<file path="config.mk">
export PLATFORM = sky130hd
export DESIGN_NAME = regfile_dump_reader
export DESIGN_NICKNAME = d
export VERILOG_FILES = /design/src/rtl/regfile_dump_reader.sv
export SDC_FILE = /design/constraint.sdc
export NUM_CORES = 1
export LEC_CHECK = 0
export BUFFER_PORTS_ARGS = -buffer_cell sky130_fd_sc_hd__buf_2
export CAP_MARGIN = 10
export CORE_MARGIN = 3
export CORE_UTILIZATION = 49
export DETAILED_ROUTE_END_ITERATION = 12
export HOLD_SLACK_MARGIN = 0.1
export PLACE_DENSITY = 0.78
export SETUP_SLACK_MARGIN = 0.1
export SLEW_MARGIN = 0
export SYNTH_ARGS = -nofsm -noshare
export SYNTH_HDL_FRONTEND = slang
export SYNTH_SLANG_ARGS = --single-unit
</file>
<file path="constraint.sdc">
create_clock -name clk -period 6.9 [get_ports clk]
set_input_delay 0 -clock clk [delete_from_list [all_inputs] [get_ports clk]]
set_output_delay 0 -clock clk [all_outputs]
set_load 0.02 [all_outputs]
</file>
<file path="src/rtl/regfile_dump_reader.sv">
// Register-file dump reader.
// Walks a (possibly wrapping) index range through a spare combinational read
// port and streams {index, data} beats to a valid/ready sink. The output stage
// is a single registered beat: a new beat is captured whenever the stage is
// empty or its current beat is being accepted, which gives one beat per cycle
// under continuous ready and holds the beat stable under backpressure.
module regfile_dump_reader #(
  parameter int XLEN  = 64,
  parameter int IDX_W = 5
) (
  input  logic             clk,
  input  logic             rst,
  input  logic             start,
  input  logic             abort,
  input  logic [IDX_W-1:0] first_idx,
  input  logic [IDX_W-1:0] last_idx,
  output logic [IDX_W-1:0] rf_rs,
  input  logic [XLEN-1:0]  rf_rdata,
  output logic             out_valid,
  input  logic             out_ready,
  output logic [IDX_W-1:0] out_idx,
  output logic [XLEN-1:0]  out_data,
  output logic             out_last,
  output logic             busy,
  output logic             done
);

  typedef enum logic [1:0] {
    IDLE  = 2'd0,
    RUN   = 2'd1,
    DRAIN = 2'd2
  } state_t;

  state_t           state;
  logic [IDX_W-1:0] ptr;
  // One bit wider than the index so a full 2**IDX_W beat dump fits.
  logic [IDX_W:0]   remaining;

  logic [IDX_W-1:0] span;
  logic [IDX_W:0]   beat_count;
  logic             load;
  logic             final_beat;

  // Modular distance makes first > last wrap through index 0.
  assign span       = last_idx - first_idx;
  assign beat_count = {1'b0, span} + (IDX_W+1)'(1);

  // The output register may take a new beat when empty or being drained.
  assign load       = !out_valid || out_ready;
  assign final_beat = (remaining == (IDX_W+1)'(1));

  // Read port is only driven while walking; parked at 0 otherwise.
  assign rf_rs = (state == RUN) ? ptr : '0;
  assign busy  = (state != IDLE);

  // Control FSM and registered output beat.
  always_ff @(posedge clk or posedge rst) begin
    if (rst) begin
      state     <= IDLE;
      ptr       <= '0;
      remaining <= '0;
      out_valid <= 1'b0;
      out_idx   <= '0;
      out_data  <= '0;
      out_last  <= 1'b0;
      done      <= 1'b0;
    end else begin
      // done is a single-cycle pulse; only the final handshake raises it.
      done <= 1'b0;
      case (state)
        IDLE: begin
          if (start && !abort) begin
            ptr       <= first_idx;
            remaining <= beat_count;
            state     <= RUN;
          end
        end

        RUN: begin
          if (abort) begin
            // Any pending beat is discarded, even one accepted this cycle.
            out_valid <= 1'b0;
            out_last  <= 1'b0;
            state     <= IDLE;
          end else if (load) begin
            // Snapshot of the read data at this edge; a same-edge write is not seen.
            out_data  <= rf_rdata;
            out_idx   <= ptr;
            out_last  <= final_beat;
            out_valid <= 1'b1;
            ptr       <= ptr + IDX_W'(1);
            remaining <= remaining - (IDX_W+1)'(1);
            if (final_beat) begin
              state <= DRAIN;
            end
          end
        end

        DRAIN: begin
          if (abort) begin
            out_valid <= 1'b0;
            out_last  <= 1'b0;
            state     <= IDLE;
          end else if (out_valid && out_ready) begin
            out_valid <= 1'b0;
            out_last  <= 1'b0;
            done      <= 1'b1;
            state     <= IDLE;
          end
        end

        default: begin
          out_valid <= 1'b0;
          out_last  <= 1'b0;
          state     <= IDLE;
        end
      endcase
    end
  end

endmodule

</file>
==> results.md, run 1 <==
- The synthesized design contains 85 register bits.
- The synthesized netlist devotes 6.43% of its cell area to compound gates.
- The clock skew is 11.3 ps.
- The peak supply drop is 181 uV.
- The reg-to-reg setup timing slack is 3830 ps.
- The die span in x is 93.8 um.
- The length in cells of the worst reg-to-reg path is 4.
- The sink of the worst hold path is ptr[2].
- The number of buffers on the longest clock path is 2.
- Counting distinct cell types in the post-synthesis netlist gives 43.
- The DRC marker count from the first detailed-route iteration is 118.
- For the final routed database, the setup TNS stands at 0 ps.
- Dividing the detail-routed via count by the number of cells gives 5.05.
- The initial antenna violation count came to 0.
- The post-cts gate resize count is 0.
- The simple logic cell fraction of the synthesized area is 8.29%.
- The final count of hold timing violations is 0.
- The type of element capturing the critical path is a flip-flop.
- The overall fraction of global-route tracks in use is 23.3%.
- The mux share of post-synthesis cell area is 20.6%.
- The congestion estimate from routability-driven global placement came to 0.784.
- The I/O pin total is 157.
- Clock-pin slew was measured on the worst setup and hold paths at 90 ps.
- The path type of the worst setup path is flip-flop to flip-flop.
- In this run the cell area of the synthesized design comes to 3770 um^2.
- The average wire per standard cell is 16.1 um.
- In this run the critical register-to-register path is launched from state[0].
- For the worst setup path, the data arrival time is 3290 ps.
- Summing all placed instances gives a cell area of 4600 um^2.
- A synthesized cell averages 13.0 um^2.
- From synthesis to final layout, the design area changed by 46.5%.
- The final route contains 3141 vias.
- CTS built an H-tree with a depth of 3.
- Of all nets on the critical path, the largest fanout is 53.
- In this run the standard cell core region covers 7370 um^2.
- The cell count after synthesis came out at 291.
- The master cell of the clock root buffer is clkbuf_8.
- In the final layout, the share of cells above drive strength 1 is 46.5%.
- Subtracting the final worst setup slack from the clock period gives 3070 ps.
- The first global-routing pass estimated 16.0 mm of wire.
- The synthesis warning total is 0.
- The peak clock frequency supported by timing is 0.326 GHz.
- Setup repair after global routing left no endpoint under its margin.
- The number of global-route vias before repair was 3362.
- The capture point of the worst reg-to-reg path is out_data[16].
- TritonCTS built the clock tree.
- At the pin with the least slew margin, the transition time is 1040 ps.
- The detail route stage leaves a number of antenna-violating nets equal to 0.
- The floorplan has 31 rows.
- The worst hold path passes through 4 cells.
- The core occupancy in the finished layout is 75.1%.
- Net switching is 36.1% of the power.
- The clock latency reported for the late side of the worst-skew pair is 340 ps.
- After clock tree synthesis, the setup repair step added 0 buffers.
- The net count after synthesis is 379.
- The combinational share of power is 34.7%.
- Counting the buffers created by CTS gives 9.
- The starting density of the core is 51.2%.
- Of the total synthesized cell area, the portion taken by full adders, half adders and majority gates is 3.18%.
- The flow ran to the end, and the final reports show no timing, DRC or antenna violations.
- The total internal power is 0.00106 W.
- The leakage power figure is 2.64 nW.
- The power density of the placed cells is 301 nW/um^2.
- The die boundary height is 93.8 um.
- The power dissipated by switching net loads is 0.000602 W.
- The DRC violation count after routing is 0.
- The post-synthesis sequential area ratio is 56.3%.
- The power share of the sequential group is 43.0%.
- In this run the tightest slew margin relative to its limit is 30.9%.
- After routing the design area is 5530 um^2.
- Entering global routing, the biggest net connects 86 pins.
- The class of the tightest hold or removal check is input pin to flip-flop.
- The wire-length estimate of the detail-placed layout is 6.11 mm.
- STA classifies the critical path startpoint as a flip-flop.
- Of the total synthesized cell area, the portion taken by XOR and XNOR cells is 1.39%.
- Wires add up to 10.0 mm.
- STA puts the critical path data required time at 7120 ps.
- In the finished design, the share of the clock period the worst path needs comes to 44.5%.
- The count of antenna diodes in the layout is 0.
- The area of the die is 8790 um^2.
- Summing internal, switching and leakage power gives 0.00167 W.
- Counting every sink on the clock net gives 85.
- The max-slew violation count was 0.
- The total congestion overflow after global routing is 0.
- Setup violations remaining at the end of the flow were counted as 0.
- The clock power share is 22.3%.
- Port buffering added 156 buffers.
- The tool flagged a number of max-cap violations equal to 0.
- The first detailed-routing pass took 4 iterations.
- The number of nets in the final layout is 606.
- The critical hold path startpoint is first_idx[2].
- The combinational family with the most area after synthesis is multiplexers.
per-layer routing:
metal	up-vias	global-route usage, %	part of all wire [%]	routed length [um]
met1	1541	26.3	39	3910
li1	1487	-	-	-
met4	0	8.66	2.7	275
met2	91	42.8	54	5400
met5	-	0	0	0
met3	22	4.89	4.3	436
worst max path at each step:
stage             start            to  slack [ps]
2_1_floorplan       rst          done        4710
3_3_place_gp   state[0]  out_data[42]        3960
3_5_place_dp   state[0]  out_data[51]        3840
4_1_cts        state[0]  out_data[51]        3830
5_1_grt        state[0]  out_data[16]        3600
6_report       state[0]  out_data[16]        3830
layout make-up:
class	instances	area, um^2
sequential	85	2130
fill	487	1840
clock buffer	10	138
timing repair buffer	230	1520
multi-input combinational	180	1510
tap	99	124
clock inverter	6	75.1
inverter	12	46.3
kinds of logic after synthesis:
kind of cell / count (synthesis)
buffers and inverters: 26
AND/OR/NAND/NOR: 60
multiplexers: 69
XOR/XNOR: 6
AO/OA/AOI/OAI: 36
adder cells (fa/ha/maj): 9
flip-flops: 85
what timing repair did:
| action | CTS | global route |
|---|---|---|
| endpoints found under the hold margin | 157 | 0 |
| hold buffers | 72 | 0 |
| setup endpoints to repair | 0 | 0 |
power by group through the flow:
stage               clock (W)  sequential (W)  combinational, W
floorplan                   0        0.000857          0.000207
global placement            0        0.000713          0.000525
detailed placement          0        0.000719          0.000542
CTS                  0.000377        0.000712          0.000574
global route         0.000406        0.000734          0.000619
finish               0.000371        0.000717          0.000579
critical path, stage by stage (launching register included):
cell and delay (ps):
dfrtp_1 580, nand2b_1 410, nor3_4 810, buf_4 670
mux2_2 430
through the flow:
stage / instances / worst slack [ps] / hold WS (ps)
5_1_grt: 622 / 3600 / 157
3_5_place_dp: 534 / 3840 / 222
3_3_place_gp: 534 / 3960 / 216
2_1_floorplan: 291 / 4710 / 133
4_1_cts: 622 / 3830 / 131
6_report: 622 / 3830 / 145
cell usage in the layout (no fill, tap or decap), types with 2 or more instances in the layout:
cell type	synthesis	final
nor2_1	15	15
xnor2_1	3	3
nor2b_1	2	2
nand3_1	7	7
dfrtp_1	85	85
nand2_1	15	15
dlygate4sd3_1	0	72
o21ai_0	5	5
buf_4	4	2
inv_6	0	2
nand3b_1	3	3
xor2_1	3	3
mux2_1	5	5
and2_1	3	3
ha_1	8	8
a211oi_1	2	2
clkbuf_8	0	10
o221ai_1	2	2
buf_2	6	156
nor3_1	6	6
a21oi_1	15	15
inv_1	12	11
mux2_2	64	64
o22ai_1	2	2
cell usage after synthesis, drive strengths merged:
cell / instances / share of area (%)
clkbuf: 1 / 0.099
a21oi: 15 / 2.0
ha: 8 / 2.7
and4b: 1 / 0.27
a31oi: 1 / 0.17
or3: 1 / 0.17
a211oi: 2 / 0.40
a2111oi: 2 / 0.96
fa: 1 / 0.53
dfrtp: 85 / 56
o22ai: 2 / 0.33
nand3b: 3 / 0.60
nor3: 7 / 1.2
mux2: 69 / 21
o31ai: 1 / 0.20
inv: 12 / 1.2
a2111o: 1 / 0.30
xnor2: 3 / 0.70
a22oi: 1 / 0.20
or2b: 1 / 0.20
o221ai: 2 / 0.46
xor2: 3 / 0.70
nand4: 1 / 0.17
nand2b: 1 / 0.17
nor4b: 1 / 0.23
o22a: 1 / 0.23
nand2: 15 / 1.5
o21ai: 6 / 0.80
a21boi: 1 / 0.20
or2: 1 / 0.17
nor2b: 3 / 0.70
buf: 13 / 2.5
nor2: 15 / 1.5
a21o: 1 / 0.20
and2: 3 / 0.50
nand3: 7 / 0.93
sequential cells by signal, indices dropped and copies added (netlist names):
signal / flops
done: 1
state: 2
out_last: 1
remaining: 6
out_data: 64
ptr: 5
out_idx: 5
out_valid: 1
Note: power is estimated with default switching activity, not from simulation.
==> run 2: changes to the inputs <==
--- a/config.mk
+++ b/config.mk
@@ -8,10 +8,10 @@
 export BUFFER_PORTS_ARGS = -buffer_cell sky130_fd_sc_hd__buf_2
 export CAP_MARGIN = 10
 export CORE_MARGIN = 3
-export CORE_UTILIZATION = 49
+export CORE_UTILIZATION = 48
 export DETAILED_ROUTE_END_ITERATION = 12
 export HOLD_SLACK_MARGIN = 0.1
-export PLACE_DENSITY = 0.78
+export PLACE_DENSITY = 0.77
 export SETUP_SLACK_MARGIN = 0.1
 export SLEW_MARGIN = 0
 export SYNTH_ARGS = -nofsm -noshare
==> constraint.sdc (replaced) <==
create_clock -name clk -period 2.9 [get_ports clk]
set_input_delay 0 -clock clk [delete_from_list [all_inputs] [get_ports clk]]
set_output_delay 0 -clock clk [all_outputs]
set_load 0.02 [all_outputs]
==> run 2 against run 1 <==
Compared with the run above: register-to-register slack lost 3300 ps; combinational power grew 140%; flip-flop and latch count is the same; utilization shrank 0.48 points; clock skew grew 3.0 ps; largest cell class unchanged.
==> results.md, run 2 (synthesis results as in run 1) <==
- The worst setup margin is 550 ps (was 3830 ps).
- The peak clock frequency supported by timing is 0.425 GHz (was 0.326 GHz).
- The die span in x is 94.7 um (was 93.8 um).
- The power density of the placed cells is 717 nW/um^2 (was 301 nW/um^2).
- The number of nets in the final layout is 609 (was 606).
- The peak supply drop is 466 uV (was 181 uV).
- The count of maximum capacitance violations is 0 (unchanged).
- The proportion of layout cells with a drive suffix above 1 is 46.8% (was 46.5%).
- The kind of start point of the critical path is a flip-flop (unchanged).
- The clock skew is 14.3 ps (was 11.3 ps).
- The signed area change from the synthesized netlist to the final layout is 47.1% (was 46.5%).
- The final count of hold timing violations was 0 (unchanged).
- The I/O pin total is 157 (unchanged).
- The post-cts gate resize count is 0 (unchanged).
- Regs by FF count: out_data (64), remaining (6) (unchanged).
- The clock edge transition at the registers on the reported setup and hold paths is 90 ps (about the same).
- The leakage power figure is 2.65 nW (was 2.64 nW).
- The iteration count of the initial detailed-routing pass was 4 (unchanged).
- The flip-flop count of the largest register after layout was 64 (unchanged).
- The area of the die is 8960 um^2 (was 8790 um^2).
- The number of standard-cell rows in the floorplan is 31 (unchanged).
- The actual slew at the worst max-slew pin came to 692 ps (was 1040 ps).
- The leading cell type in the layout, fill and taps excluded is buf_2 (unchanged).
- The final wirelength is 10.4 mm (was 10.0 mm).
- The worst setup timing slack at the placement stage came to 615 ps (was 3840 ps).
- The path type of the worst setup path is flip-flop to flip-flop (unchanged).
- The finished layout cell area was 5550 um^2 (was 5530 um^2).
- The DRC marker count from the first detailed-route iteration was 68 (was 118).
- RSZ-0062 raised after global routing: false (unchanged).
- The starting density of the core is 50.7% (was 51.2%).
- The H-tree depth is 3 (unchanged).
- The overall fraction of global-route tracks in use came to 23.8% (was 23.3%).
- The final total power is 0.00398 W (was 0.00167 W).
- The average wire per standard cell is 16.6 um (was 16.1 um).
- The class of the tightest hold or removal check is input pin to flip-flop (unchanged).
- The DRC violation count after routing is 0 (unchanged).
- The maximum number of pins on one net before global-route repair was 42 (was 86).
- The TritonCTS clock tree is done (unchanged).
- The peak fanout along the critical path is 41 (was 53).
- The number of global-route vias before repair is 3477 (was 3362).
- The count of antenna diodes in the layout is 0 (unchanged).
- The die boundary height is 94.7 um (was 93.8 um).
- Run status: complete, no violations (unchanged).
- The clock latency reported for the late side of the worst-skew pair is 360 ps (was 340 ps).
- The max-slew violation count was 0 (unchanged).
- The global-route wire length before repair came to 16.3 mm (was 16.0 mm).
- The count of antenna-violating nets left after detailed routing was 0 (unchanged).
- The initial antenna violation count came to 0 (unchanged).
- The count of input and output buffers is 156 (unchanged).
- The detailed placer's ending HPWL is 6.48 mm (was 6.11 mm).
- The most flop-heavy register is out_data (unchanged).
- The depth of the worst hold-timing path was 4 (unchanged).
- The accumulated negative setup slack is 0 ps (unchanged).
- The final critical delay including setup and external delays was 2350 ps (was 3070 ps).
- The number of buffers on the longest clock path is 2 (unchanged).
- The placeable core region is 7450 um^2 (was 7370 um^2).
- The worst endpoint required time is 3130 ps (was 7120 ps).
- The number of clock sinks is 85 (unchanged).
- The placed standard-cell area is 4620 um^2 (was 4600 um^2).
- The arrival time at the worst endpoint is 2580 ps (was 3290 ps).
- The master cell of the clock root buffer is clkbuf_8 (unchanged).
- The total CTS buffers is 9 (unchanged).
- The type of element capturing the critical path is a flip-flop (unchanged).
- The ratio of routed vias to standard cells came to 5.09 (was 5.05).
- The final setup violation count is 0 (unchanged).
- Commonest non-fill, non-tap cells in the layout: 156 x buf_2, 85 x dfrtp_1, 72 x dlygate4sd3_1 (unchanged).
- The routability congestion estimate from global placement was 0.777 (was 0.784).
- The length in cells of the worst reg-to-reg path is 4 (unchanged).
- The share of the clock period used by the worst path after layout is 81.0% (was 44.5%).
- The worst max-slew margin expressed relative to the limit is 53.8% (was 30.9%).
- The total congestion overflow after global routing is 0 (unchanged).
- The total number of vias is 3182 (was 3141).
-- run 2: path summary, 6_finish.rpt --
check	startpoint	to	slack, ps
max	state[0]	out_data[18]	550
min	first_idx[2]	ptr[2]	120
max reg2reg	state[0]	out_data[18]	550
min reg2reg	out_data[10]	out_data[10]	490
max in group asynchronous	rst	ptr[3]	1820
min in group asynchronous	rst	out_data[47]	290
-- run 2: final cells by class --
cell class,count,area [um^2]
inverter,12,46.3
multi-input combinational,180,1510
sequential,85,2130
clock buffer,10,138
clock inverter,6,75.1
timing repair buffer,233,1540
fill,523,1890
tap,99,124
-- run 2: power breakdown --
group / switching (W) / total, W / internal [W]
Clock: 0.000456 / 0.000892 / 0.000436
Sequential: 0.000211 / 0.00171 / 0.00150
Combinational: 0.000776 / 0.00138 / 0.000599
-- run 2: critical path: stages, from the launching register on --
cell	delay (ps)
dfrtp_1	600
nand2b_1	450
nor3_4	300
buf_4	470
mux2_2	410
-- run 2: layer usage --
layer  wire length (um)  share of wire (%)  track usage [%]  vias to the layer above
met4                307                3.0             10.7                        0
li1                   -                  -                -                     1484
met1               3770                 36             25.0                     1553
met3                647                6.2             6.53                       28
met5                  0                  0                0                        -
met2               5650                 54             43.9                      117
-- run 2: what timing repair did --
item | CTS | global route
hold endpoints to repair | 111 | 0
hold buffers | 72 | 0
setup buffers | 0 | 0
-- run 2: stage by stage --
step | hold slack, ps | util (%) | instances
after detailed placement | 126 | 62.0 | 537
after global placement | 118 | 62.0 | 537
final | 120 | 74.6 | 625
after floorplan | 133 | - | 291
after CTS | 111 | 74.6 | 625
after global routing | 155 | 74.6 | 625
